--- config.mk ---
export PLATFORM = sky130hd
export DESIGN_NAME = adc_sync_demod_flat
export DESIGN_NICKNAME = d
export VERILOG_FILES = /design/src/rtl/adc_sync_demod_if.sv /design/src/rtl/adc_sync_demod.sv /design/src/flat_wrapper.sv
export SDC_FILE = /design/constraint.sdc
export NUM_CORES = 1
export LEC_CHECK = 0
export BUFFER_PORTS_ARGS = -buffer_cell sky130_fd_sc_hd__buf_2
export CORE_MARGIN = 1.5
export CORE_UTILIZATION = 55
export CTS_CLUSTER_SIZE = 25
export DETAILED_ROUTE_END_ITERATION = 8
export HOLD_SLACK_MARGIN = 0.05
export PLACE_DENSITY = 0.71
export SYNTH_ARGS = -nofsm -noshare
export SYNTH_HDL_FRONTEND = slang
export SYNTH_SLANG_ARGS = --single-unit
--- constraint.sdc ---
create_clock -name clk -period 4 [get_ports clk]
set_clock_uncertainty 0.05 [all_clocks]
set_input_delay 0.8 -clock clk [delete_from_list [all_inputs] [get_ports clk]]
set_output_delay 0.8 -clock clk [all_outputs]
set_load 0.01 [all_outputs]
--- src/rtl/adc_sync_demod_if.sv ---
// -----------------------------------------------------------------------------
// adc_sync_demod_if
//   Signal bundle between the synchronous demodulator and its environment
//   (sine generator control, serial ADC pins, acquisition readout).
//
//   Modports:
//     master : the demodulator. Takes start_conv/halfcycle/new_period/adc_sdo,
//              drives ADC pins, result bus, status and debug state.
//     slave  : the environment (sine generator, ADC, readout).
//
//   Handshake: result/result_cnt are qualified by result_valid, a one-cycle
//   strobe with no back-pressure; the consumer must take the value in the
//   cycle result_valid is high. start_conv and new_period are levels whose
//   rising edges are the events.
//
//   dbg_state carries the demodulator FSM state encoding for observation.
// -----------------------------------------------------------------------------
interface adc_sync_demod_if #(
   parameter int ACC_W = 20,
   parameter int CNT_W = 8
);
   logic             start_conv;
   logic             halfcycle;
   logic             new_period;
   logic             adc_sdo;
   logic             adc_cs_n;
   logic             adc_sclk;
   logic [ACC_W-1:0] result;
   logic [CNT_W-1:0] result_cnt;
   logic             result_valid;
   logic             busy;
   logic             overrun;
   logic [2:0]       dbg_state;

   modport master (
      input  start_conv, halfcycle, new_period, adc_sdo,
      output adc_cs_n, adc_sclk, result, result_cnt, result_valid,
             busy, overrun, dbg_state
   );

   modport slave (
      output start_conv, halfcycle, new_period, adc_sdo,
      input  adc_cs_n, adc_sclk, result, result_cnt, result_valid,
             busy, overrun, dbg_state
   );
endinterface

--- src/rtl/adc_sync_demod.sv ---
// -----------------------------------------------------------------------------
// adc_sync_demod
//   Synchronous demodulator behind the sine generator. Each start_conv rising
//   edge reads one ADC_BITS-wide sample (MSB first) from a serial ADC over
//   CS/SCLK/SDO and adds it to (halfcycle=1) or subtracts it from
//   (halfcycle=0) a per-period accumulator. Each new_period rising edge
//   closes the period: the sum and sample count are published on
//   result/result_cnt with a one-cycle result_valid strobe.
//
//   Ports:
//     clk  : system clock, single domain
//     rst  : synchronous, active-high reset
//     bus  : adc_sync_demod_if.master
//            start_conv, halfcycle, new_period, adc_sdo  (inputs)
//            adc_cs_n, adc_sclk                           (registered ADC pins)
//            result, result_cnt, result_valid             (period result)
//            busy, overrun                                (status)
//            dbg_state                                    (FSM state)
//
//   Timing for a start edge sampled at cycle T (SCLK_DIV=4, ADC_BITS=12):
//     adc_cs_n low and busy high from T+1, first SCLK rise at T+1+2*SCLK_DIV,
//     DONE at T+1+SCLK_DIV*(1+2*ADC_BITS). CS is already high in DONE, busy
//     drops after it; the accumulator reflects the sample from DONE+1.
// -----------------------------------------------------------------------------
module adc_sync_demod #(
   parameter int ADC_BITS = 12,
   parameter int SCLK_DIV = 4,
   parameter int ACC_W    = 20,
   parameter int CNT_W    = 8
) (
   input  logic             clk,
   input  logic             rst,
   adc_sync_demod_if.master bus
);

   localparam int DIV_W = (SCLK_DIV > 1) ? $clog2(SCLK_DIV) : 1;
   localparam int BIT_W = $clog2(ADC_BITS + 1);

   typedef enum logic [2:0] {
      S_IDLE    = 3'd0,
      S_CSS     = 3'd1,
      S_SCLK_LO = 3'd2,
      S_SCLK_HI = 3'd3,
      S_DONE    = 3'd4
   } state_t;

   state_t               state;
   logic [DIV_W-1:0]     div_cnt;
   logic [BIT_W-1:0]     bits_left;
   logic [ADC_BITS-1:0]  shreg;
   logic                 sign;
   logic                 sc_d;
   logic                 np_d;
   logic                 cs_n_r;
   logic                 sclk_r;
   logic                 busy_r;
   logic                 overrun_r;
   logic [ACC_W-1:0]     acc;
   logic [CNT_W-1:0]     cnt;
   logic [ACC_W-1:0]     result_r;
   logic [CNT_W-1:0]     result_cnt_r;
   logic                 result_valid_r;

   logic                 sc_edge;
   logic                 np_edge;
   logic                 div_last;
   logic [ACC_W-1:0]     sample;
   logic [ACC_W-1:0]     acc_next;
   logic [CNT_W-1:0]     cnt_next;

   assign sc_edge  = bus.start_conv & ~sc_d;
   assign np_edge  = bus.new_period & ~np_d;
   assign div_last = (div_cnt == DIV_W'(SCLK_DIV - 1));

   // Sample is unsigned; the cast zero-extends into the accumulator width.
   assign sample = ACC_W'(shreg);

   // Accumulator value including the DONE-cycle contribution. A close in the
   // same cycle as DONE publishes this value, so the sample is never lost.
   always_comb begin
      acc_next = acc;
      cnt_next = cnt;
      if (state == S_DONE) begin
         acc_next = sign ? (acc + sample) : (acc - sample);
         cnt_next = cnt + 1'b1;
      end
   end

   always_ff @(posedge clk) begin
      if (rst) begin
         state          <= S_IDLE;
         div_cnt        <= '0;
         bits_left      <= '0;
         shreg          <= '0;
         sign           <= 1'b0;
         sc_d           <= 1'b0;
         np_d           <= 1'b0;
         cs_n_r         <= 1'b1;
         sclk_r         <= 1'b0;
         busy_r         <= 1'b0;
         overrun_r      <= 1'b0;
         acc            <= '0;
         cnt            <= '0;
         result_r       <= '0;
         result_cnt_r   <= '0;
         result_valid_r <= 1'b0;
      end else begin
         sc_d           <= bus.start_conv;
         np_d           <= bus.new_period;
         result_valid_r <= 1'b0;

         // Any start edge outside IDLE (DONE included) is dropped and flagged.
         if (sc_edge && (state != S_IDLE)) begin
            overrun_r <= 1'b1;
         end

         // Period close wins over accumulation: the old period gets the
         // DONE contribution, the new period starts empty.
         if (np_edge) begin
            result_r       <= acc_next;
            result_cnt_r   <= cnt_next;
            result_valid_r <= 1'b1;
            acc            <= '0;
            cnt            <= '0;
         end else begin
            acc <= acc_next;
            cnt <= cnt_next;
         end

         case (state)
            S_IDLE: begin
               if (sc_edge) begin
                  sign    <= bus.halfcycle;
                  cs_n_r  <= 1'b0;
                  busy_r  <= 1'b1;
                  div_cnt <= '0;
                  state   <= S_CSS;
               end
            end

            S_CSS: begin
               if (div_last) begin
                  div_cnt   <= '0;
                  bits_left <= BIT_W'(ADC_BITS);
                  state     <= S_SCLK_LO;
               end else begin
                  div_cnt <= div_cnt + 1'b1;
               end
            end

            S_SCLK_LO: begin
               if (div_last) begin
                  // Sample SDO at the end of the low phase, just before the
                  // rising SCLK edge; MSB arrives first and shifts upward.
                  shreg     <= ADC_BITS'({shreg, bus.adc_sdo});
                  bits_left <= bits_left - 1'b1;
                  sclk_r    <= 1'b1;
                  div_cnt   <= '0;
                  state     <= S_SCLK_HI;
               end else begin
                  div_cnt <= div_cnt + 1'b1;
               end
            end

            S_SCLK_HI: begin
               if (div_last) begin
                  sclk_r  <= 1'b0;
                  div_cnt <= '0;
                  if (bits_left != '0) begin
                     state <= S_SCLK_LO;
                  end else begin
                     cs_n_r <= 1'b1;
                     state  <= S_DONE;
                  end
               end else begin
                  div_cnt <= div_cnt + 1'b1;
               end
            end

            S_DONE: begin
               busy_r <= 1'b0;
               state  <= S_IDLE;
            end

            default: begin
               cs_n_r <= 1'b1;
               sclk_r <= 1'b0;
               busy_r <= 1'b0;
               state  <= S_IDLE;
            end
         endcase
      end
   end

   assign bus.adc_cs_n     = cs_n_r;
   assign bus.adc_sclk     = sclk_r;
   assign bus.result       = result_r;
   assign bus.result_cnt   = result_cnt_r;
   assign bus.result_valid = result_valid_r;
   assign bus.busy         = busy_r;
   assign bus.overrun      = overrun_r;
   assign bus.dbg_state    = state;

endmodule
--- src/flat_wrapper.sv ---
// flat-port wrapper written by rule: the top's interface ports become plain ports
module adc_sync_demod_flat 
#(
   parameter int ADC_BITS = 12,
   parameter int SCLK_DIV = 4,
   parameter int ACC_W    = 20,
   parameter int CNT_W    = 8
)
  (clk, rst, bus_start_conv, bus_halfcycle, bus_new_period, bus_adc_sdo, bus_adc_cs_n, bus_adc_sclk, bus_result, bus_result_cnt, bus_result_valid, bus_busy, bus_overrun, bus_dbg_state);
  adc_sync_demod_if #(.ACC_W(ACC_W), .CNT_W(CNT_W)) bus_i ();
  input  logic clk;
  input  logic rst;
  input wire logic [$bits(bus_i.start_conv)-1:0] bus_start_conv;
  input wire logic [$bits(bus_i.halfcycle)-1:0] bus_halfcycle;
  input wire logic [$bits(bus_i.new_period)-1:0] bus_new_period;
  input wire logic [$bits(bus_i.adc_sdo)-1:0] bus_adc_sdo;
  output wire logic [$bits(bus_i.adc_cs_n)-1:0] bus_adc_cs_n;
  output wire logic [$bits(bus_i.adc_sclk)-1:0] bus_adc_sclk;
  output wire logic [$bits(bus_i.result)-1:0] bus_result;
  output wire logic [$bits(bus_i.result_cnt)-1:0] bus_result_cnt;
  output wire logic [$bits(bus_i.result_valid)-1:0] bus_result_valid;
  output wire logic [$bits(bus_i.busy)-1:0] bus_busy;
  output wire logic [$bits(bus_i.overrun)-1:0] bus_overrun;
  output wire logic [$bits(bus_i.dbg_state)-1:0] bus_dbg_state;
  assign bus_i.start_conv = bus_start_conv;
  assign bus_i.halfcycle = bus_halfcycle;
  assign bus_i.new_period = bus_new_period;
  assign bus_i.adc_sdo = bus_adc_sdo;
  assign bus_adc_cs_n = bus_i.adc_cs_n;
  assign bus_adc_sclk = bus_i.adc_sclk;
  assign bus_result = bus_i.result;
  assign bus_result_cnt = bus_i.result_cnt;
  assign bus_result_valid = bus_i.result_valid;
  assign bus_busy = bus_i.busy;
  assign bus_overrun = bus_i.overrun;
  assign bus_dbg_state = bus_i.dbg_state;
  adc_sync_demod #(.ADC_BITS(ADC_BITS), .SCLK_DIV(SCLK_DIV), .ACC_W(ACC_W), .CNT_W(CNT_W)) u_core (.clk(clk), .rst(rst), .bus(bus_i));
endmodule
### Word-level counts from Yosys, hierarchy flattened

Index checks and enable logic that the tools add are counted.

| cells by class | value |
|---|---|
| add/sub/neg operators | 5 |
| reductions and logical operators | 18 |
| magnitude comparators | 0 |
| bitwise operators | 7 |
| eq/ne operators | 10 |
| divide/modulo/power cells | 0 |
| shift-type cells | 0 |
| multiplexer cells | 25 |
| multipliers | 0 |

Operators by type and width:

| cell | count |
|---|---|
| $mux W20 | 2 |
| $add A20 B12 Y20 | 1 |
| $sub A20 B12 Y20 | 1 |
| $mux W3 | 5 |
| $pmux W3 S4 | 1 |
| $reduce_or A3 Y1 | 3 |
| $add A8 B1 Y8 const B | 1 |
| $mux W4 | 2 |
| $mux W8 | 1 |
| $ne A2 B1 Y1 const B | 4 |
| $pmux W4 S2 | 1 |
| $reduce_and A2 Y1 | 4 |
| $reduce_and A4 Y1 | 2 |
| $mux W1 | 7 |
| $eq A3 B2 Y1 const B | 2 |
| $pmux W1 S3 | 2 |
| $reduce_and A3 Y1 | 2 |
| $not A1 Y1 | 5 |
| $mux W2 | 2 |
| $pmux W2 S2 | 1 |
| $reduce_bool A2 Y1 | 2 |
| $reduce_bool A4 Y1 | 1 |
| $sub A4 B1 Y4 const B | 1 |
| $eq A3 B1 Y1 const B | 1 |
| 10 further kinds | 11 |

| storage, ports and cells | value |
|---|---|
| word-level logic and storage cells | 81 |
| output and inout bits | 36 |
| flip-flop bits (word level) | 85 |
| bits in read-only memories | 0 |
| memory bits (writable) | 0 |
| bits in latches | 0 |
| memories kept | 0 |

### Logic depth before layout (Yosys ltp)

Gate-level depths: netlist (run 1).

| depth | value |
|---|---|
| depth after elaboration | 4 |
| gate-level depth with buffers | 14 |

### Worst setup path before layout (run 1)

No wires, ideal clock.

| timing | value |
|---|---|
| path type | register -> register |
| start | register u_core.shreg[2] |
| end | register u_core.result_r[17] (netlist: u_core.bus.result[17]) |
| stages on the path, launching flop included | 14 |
| slack | 0.864 ns |
| arrival time | 2.963 ns |
| path through | dfxtp_1 buf_2 nor4_4 nor4b_4 a31oi_1 xor2_1 ha_1 and3_2 and2_1 a41oi_1 a31oi_1 or3_1 a31oi_1 o21ai_0 |

| between the ends | value |
|---|---|
| word-level cells in the longest chain between the ends | 3 |
| elaborated cells on any way between the ends | 4 |
| classes of those cells | 2 x add/sub; 2 x mux |

RTL lines:

| item | RTL line | RTL |
|---|---|---|
| start, declared | adc_sync_demod.sv:50 | `logic [ADC_BITS-1:0] shreg;` |
| start signal, assigned | adc_sync_demod.sv:155 | `shreg <= ADC_BITS'({shreg, bus.adc_sdo});` |
| $sub A20 B12 Y20 or $add A20 B12 Y20 (tied branches) | adc_sync_demod.sv:84 | `acc_next = sign ? (acc + sample) : (acc - sample);` |
| $mux W20 * | adc_sync_demod.sv:84 |  |
| $mux W20 * | adc_sync_demod.sv:83 | `if (state == S_DONE) begin` |
| end signal, assigned | adc_sync_demod.sv:120 | `result_r <= acc_next;` |
| end, declared | adc_sync_demod.sv:60 | `logic [ACC_W-1:0] result_r;` |

Every way passes the cells marked *; elsewhere a longest branch is shown, timed or not.
A chain may end at the register's enable or synchronous reset.

### Worst setup path in the final report (run 1)

Same ends and word-level chain as after synthesis.

==> metrics.md, run 1 <==
| Metric | Value |
|---|---|
| Status | `complete, no violations` |
| Crit path depth | `12` |
| Synth top area cells | `dfxtp_1, ha_1, nand2_1, a21oi_1, nor2_1` |
| Flops & latches, synth | `85` |
| DRT Pass-1 Iters | `4` |
| P per Cell Area | `312 mW/mm^2` |
| Routed wire per std cell | `14.3 um` |
| Max Clk Rate | `0.294 GHz` |
| Synthesized netlist cell count | `525` |
| Commonest non-fill, non-tap cell in the layout | `dfxtp_1` |
| Worst vdd ir | `0.184 mV` |
| Critical path's slowest cell | `nor4b_4` |
| Register area share after synthesis | `38.8%` |
| CTS root buf | `clkbuf_8` |
| Multi-input logic area | `0.00253 sq mm` |
| N_diodes | `0` |
| Initial Util | `56.7%` |
| Final HPWL from detailed placement | `7040 um` |
| Type of the worst min-delay path | `reg2reg` |
| Placed Area | `0.00465 sq mm` |
| Initial antenna violation count | `0` |
| CP Cell Sequence | `nor4_4 > nor4b_4 > a31oi_1 > xor2_1 > ha_1 > and3_2 > and2_1 > a41oi_1 > a31oi_1 > or3_1 > a31oi_1 > o21ai_0` |
| Htree depth | `3` |
| Crit. Startpoint | `u_core.shreg[2]` |
| Crit-path most repeated cell | `a31oi_1` |
| Tcrit/Tclk final | `85.0%` |
| CP Launch Type | `flip-flop` |
| FF/Latch Area | `0.00170 sq mm` |
| Final Max Tran Viols | `0` |
| Die area | `0.00851 sq mm` |
| Post-cts sizing count | `0` |
| GPL Wtd Cong | `0.885` |
| Grt ovf | `0` |
| Ys flop type | `dfxtp_1` |
| Clk_lat worst skew | `0.37 ns` |
| EDFF count, synth | `0` |
| Worst-path fanout max | `7` |
| Cell Area, Synth | `0.00438 sq mm` |
| CP Data Arrival Time | `3.61 ns` |
| Syn Nets | `557` |
| PortBufs | `41` |
| RSZ-0062 raised after global routing | `no` |
| Via count | `3697` |
| Clk slew on worst S/H paths | `0.10 ns` |
| WS Path Type | `reg2reg` |
| # IOs | `42` |
| Largest net degree at the start of global routing | `32` |
| Drt total wl | `9500 um` |
| Filler cells | `710` |
| Sum Neg Setup Slack | `0 ns` |
| Top cell type by total area after synthesis | `dfxtp_1` |
| Share of post-route cells with drive strength above 1 | `13.7%` |
| Final setup fails | `0` |
| Vias/cell | `5.55` |
| Fin. Hold Viols | `0` |
| Die width | `92.3 um` |
| Yosys cell types | `54` |
| Yosys top cell area share | `38.8%` |
| First-pass GRT wire length | `15800 um` |
| Post-CTS Setup Bufs | `0` |
| Worst slew pin tran | `1.20 ns` |
| DRT iter0 DRCs | `170` |
| Non-Filler Instances | `666` |
| Cts hold-fix bufs | `0` |
| Static Leak | `0.00216 uW` |
| Area delta synth->final | `10.4%` |
| Post-route cell area | `0.00484 sq mm` |
| Num rows | `32` |
| Antenna viol nets, final | `0` |
| Die Y | `92.3 um` |
| Post-route core utilization | `62.6%` |
| RR Startpoint | `u_core.shreg[2]` |
| Reg2Reg Depth | `12` |
| Syn_area_per_cell | `8.35 sq um` |
| Number of global-route vias before repair | `3372` |
| NumNets Final | `591` |
| Slew Limit Headroom | `20.3%` |
| Highest-count cells in the layout ignoring fill and taps | `dfxtp_1, nand2_1, nor2_1, a21oi_1, buf_2` |
| CP Capture Type | `flip-flop` |
| Hold wc startpoint | `u_core.bus.result[18]` |
| Syn. warnings | `0` |
| CTS tree | `done` |
| CP top delay family | `simple AND/OR/NAND/NOR gates` |
| Core footprint | `0.00773 sq mm` |
| Clock Sinks | `85` |
| # DRC | `0` |
| Placed cell count | `650` |
| Final hold slack | `0.405 ns` |
| Total global-route track usage | `23.4%` |
| Min cycle time layout | `3.40 ns` |
| Hold depth | `2` |
| CP max stage delay | `0.44 ns` |
| WP data required | `4.21 ns` |
| Clk buf depth | `2` |
| Max-Cap Viols | `0` |
| WP buf/inv | `0` |
| CTS Buf Count | `9` |
| Ys async rst share | `0%` |
[registers in the layout, indices dropped and copies added (netlist names), 2 cells and up]
name / cells
u_core.shreg: 12
u_core.bus.result: 20
u_core.acc: 20
u_core.bus.dbg_state: 3
u_core.div_cnt: 2
u_core.bus.result_cnt: 8
u_core.cnt: 8
u_core.bits_left: 4
[final timing paths]
check                                to  slack, ns
hold / removal    u_core.bus.result[18]       0.41
hold reg to reg   u_core.bus.result[18]       0.41
setup reg to reg  u_core.bus.result[17]       0.60
setup / recovery  u_core.bus.result[17]       0.60
[tightest hold or removal path, delay by kind of cell, from the launching register on]
family             cells  cell delay (ns)
DFF                    1             0.32
and+or+nand+nor        1             0.05
AOI/OAI and AO/OA      1             0.05
[final cells by class]
cell class / count / area share (%)
clock buffers: 10 / 2.84
flip-flops and latches: 85 / 35.2
repair buffers: 45 / 4.86
inverters: 13 / 1.01
multi-input cells: 405 / 52.4
clock inverters: 6 / 1.11
well taps: 102 / 2.64
[logic make-up after synthesis]
group | synth area share (%)
adder cells (fa/ha/maj) | 7.59
AO/OA/AOI/OAI | 19.3
flip-flops | 38.8
buffers and inverters | 3.43
AND/OR/NAND/NOR | 21.2
multiplexers | 3.25
XOR/XNOR | 6.39
[synthesized netlist by cell type (all sizes together) (2+ instances only)]
cell type,instances
and3,8
a22o,5
nand2,72
mux2,2
a21oi,48
nor2,62
inv,12
o31ai,3
nor2b,6
o21ai,41
buf,4
o21bai,3
a31oi,5
nor4,3
nand4,6
mux2i,12
nor3,9
clkbuf,17
and2,8
a221oi,3
a211oi,4
xor2,23
nor3b,4
a22oi,3
a2111oi,2
dfxtp,85
nand3,10
xnor2,9
nand2b,4
ha,25
o211ai,3
a21o,11
[per-layer routing]
metal	wire length [um]	global-route usage (%)	share of wire, %	vias up
li1	-	-	-	1901
met1	4540	31.3	48	1716
met2	4430	37.3	47	68
met3	382	4.56	4.0	12
met4	138	8.46	1.5	0
met5	0	0	0	-
[per-stage QoR]
step	power (uW)	setup slack [ns]
floorplan	915	0.864
global placement	932	0.717
detailed placement	934	0.605
CTS	1520	0.587
global route	1570	0.299
finish	1510	0.599
[power by group]
part           leakage, uW  total (uW)  switching, uW  internal [uW]
clock             0.000101         596            340            256
sequential        0.000686         858           5.86            852
combinational      0.00137        55.4           39.4           16.0
No activity file was read; power rests on OpenSTA's default activity.
==> inputs of run 2 (changes only) <==
==> constraint.sdc (replaced) <==
create_clock -name clk -period 4 [get_ports clk]
set_clock_uncertainty 0.05 [all_clocks]
set_input_delay 0.6 -clock clk [delete_from_list [all_inputs] [get_ports clk]]
set_output_delay 0.6 -clock clk [all_outputs]
set_load 0.01 [all_outputs]
==> run 2 against run 1 <==
Against the previous run:
- clock power grew 3%
- count of clock-buffer cells in the layout shrank 1
- combinational power grew 0.7%
- cell area grew 0.16%
- largest cell class unchanged
- core utilization grew 0.097 points
- hold slack lost 0.0033 ns
- sequential power is essentially flat
- cell count is the same
==> metrics.md, run 2 (same netlist as run 1, synthesis figures left out) <==
| Metric | Value |
|---|---|
| Slew Limit Headroom | `29.4%` |
| Initial antenna violation count | `0` |
| NumNets Final | `591` |
| # DRC | `0` |
| Share of post-route cells with drive strength above 1 | `13.7%` |
| Max Clk Rate | `0.296 GHz` |
| RR Startpoint | `u_core.shreg[2]` |
| Multi-input logic area | `0.00253 sq mm` |
| Fin. Hold Viols | `0` |
| RSZ-0062 raised after global routing | `no` |
| First-pass GRT wire length | `15800 um` |
| Reg2Reg Depth | `12` |
| Grt ovf | `0` |
| Commonest non-fill, non-tap cell in the layout | `dfxtp_1` |
| Endpoint, Worst Hold | `u_core.bus.result[18]` |
| Critical path's slowest cell | `dfxtp_1` |
| CP Capture Type | `flip-flop` |
| CTS tree | `done` |
| Max-Cap Viols | `0` |
| Vias/cell | `5.54` |
| Post-route cell area | `0.00485 sq mm` |
| Placed Area | `0.00465 sq mm` |
| Worst vdd ir | `0.192 mV` |
| Worst-path fanout max | `7` |
| Worst slew pin tran | `1.06 ns` |
| Min cycle time layout | `3.37 ns` |
| Drt total wl | `9620 um` |
| FF/Latch Area | `0.00170 sq mm` |
| Antenna viol nets, final | `0` |
| P per Cell Area | `315 mW/mm^2` |
| Clk_lat worst skew | `0.38 ns` |
| CP Data Arrival Time | `3.58 ns` |
| Die Y | `92.3 um` |
| Clk slew on worst S/H paths | `0.10 ns` |
| Num rows | `32` |
| Core footprint | `0.00773 sq mm` |
| Hold wc startpoint | `u_core.bus.result[18]` |
| Tcrit/Tclk final | `84.4%` |
| Final HPWL from detailed placement | `7010 um` |
| WP data required | `4.21 ns` |
| Die area | `0.00851 sq mm` |
| CTS Buf Count | `9` |
| Status | `complete, no violations` |
| Post-cts sizing count | `0` |
| N_diodes | `0` |
| Clk buf depth | `2` |
| Highest-count cells in the layout ignoring fill and taps | `dfxtp_1, nand2_1, nor2_1, a21oi_1, buf_2` |
| Clock Sinks | `85` |
| # IOs | `42` |
| DRT Pass-1 Iters | `4` |
| DRT iter0 DRCs | `134` |
| CTS root buf | `clkbuf_8` |
| CP max stage delay | `0.40 ns` |
| Initial Util | `56.7%` |
| GPL Wtd Cong | `0.896` |
| Hold depth | `2` |
| Post-CTS Setup Bufs | `0` |
| Static Leak | `0.00216 uW` |
| Die width | `92.3 um` |
| Sum Neg Setup Slack | `0 ns` |
| Number of global-route vias before repair | `3375` |
| Final Max Tran Viols | `0` |
| Via count | `3688` |
| Filler cells | `702` |
| Type of the worst min-delay path | `reg2reg` |
| CP Launch Type | `flip-flop` |
| Critical R2R Capture | `u_core.bus.result[17]` |
| CP Cell Sequence | `nor4_4 > nor4b_4 > a31oi_1 > xor2_1 > ha_1 > and3_2 > and2_1 > a41oi_1 > a31oi_1 > or3_1 > a31oi_1 > o21ai_0` |
| Crit-path most repeated cell | `a31oi_1` |
| WS Path Type | `reg2reg` |
| Largest net degree at the start of global routing | `32` |
| Final setup fails | `0` |
| Total global-route track usage | `23.4%` |
| Htree depth | `3` |
| Area delta synth->final | `10.6%` |
| Routed wire per std cell | `14.4 um` |
| Cts hold-fix bufs | `0` |
| PortBufs | `41` |
| Worst R2R Setup Slack | `0.63 ns` |
## run 2: cell count changes in the layout (fill, tap and decap cells not counted)
cell | previous run | this run
clkbuf_8 | 10 | 9
clkinv_2 | 1 | 0
clkinv_8 | 0 | 1
clkinvlp_4 | 0 | 1
inv_6 | 2 | 1
inv_8 | 2 | 3
## run 2: how the worst max path moves through the flow
stage	depth (start not counted)	endpoint	slack, ns	startpoint
2_1_floorplan	13	u_core.bus.result[17]	0.86	u_core.shreg[2]
3_3_place_gp	12	u_core.bus.result[17]	0.71	u_core.shreg[2]
3_5_place_dp	12	u_core.bus.result[17]	0.64	u_core.shreg[2]
4_1_cts	12	u_core.bus.result[17]	0.62	u_core.shreg[2]
5_1_grt	11	u_core.acc[19]	0.34	u_core.shreg[7]
6_report	12	u_core.bus.result[17]	0.63	u_core.shreg[2]
## run 2: cell type report
type                    instances  area share [%]
flip-flops and latches         85            35.1
repair buffers                 45            4.85
clock buffers                   9            2.56
multi-input cells             405            52.3
well taps                     102            2.63
clock inverters                 7            1.55
inverters                      13            1.01
## run 2: where the power goes
part / switching, uW / internal, uW / total, uW
clock: 364 / 247 / 611
sequential: 5.96 / 852 / 858
combinational: 39.8 / 16.0 / 55.8
total: 410 / 1120 / 1530
## run 2: stage by stage
step	hold slack (ns)	cells	power, uW	worst slack [ns]	utilization [%]
5_1_grt	0.416	666	1580	0.338	62.7
2_1_floorplan	0.418	525	915	0.864	-
6_report	0.402	666	1530	0.625	62.7
3_5_place_dp	0.387	650	934	0.642	60.2
3_3_place_gp	0.380	650	932	0.713	60.2
4_1_cts	0.405	666	1540	0.617	62.7
## run 2: critical path, delay by kind of cell, from the launching register on
family                     cells  cell delay [ns]
adders and majority gates      1             0.35
and+or+nand+nor                5             1.44
AOI/OAI and AO/OA              5             0.86
DFF                            1             0.40
xor gates and xnor gates       1             0.18
## run 2: per-layer routing
layer	global-route usage, %	up-vias	routed length [um]
li1	-	1899	-
met3	4.98	11	354
met4	6.54	0	118
met1	31.1	1717	4720
met2	38.1	61	4430
met5	0	-	0
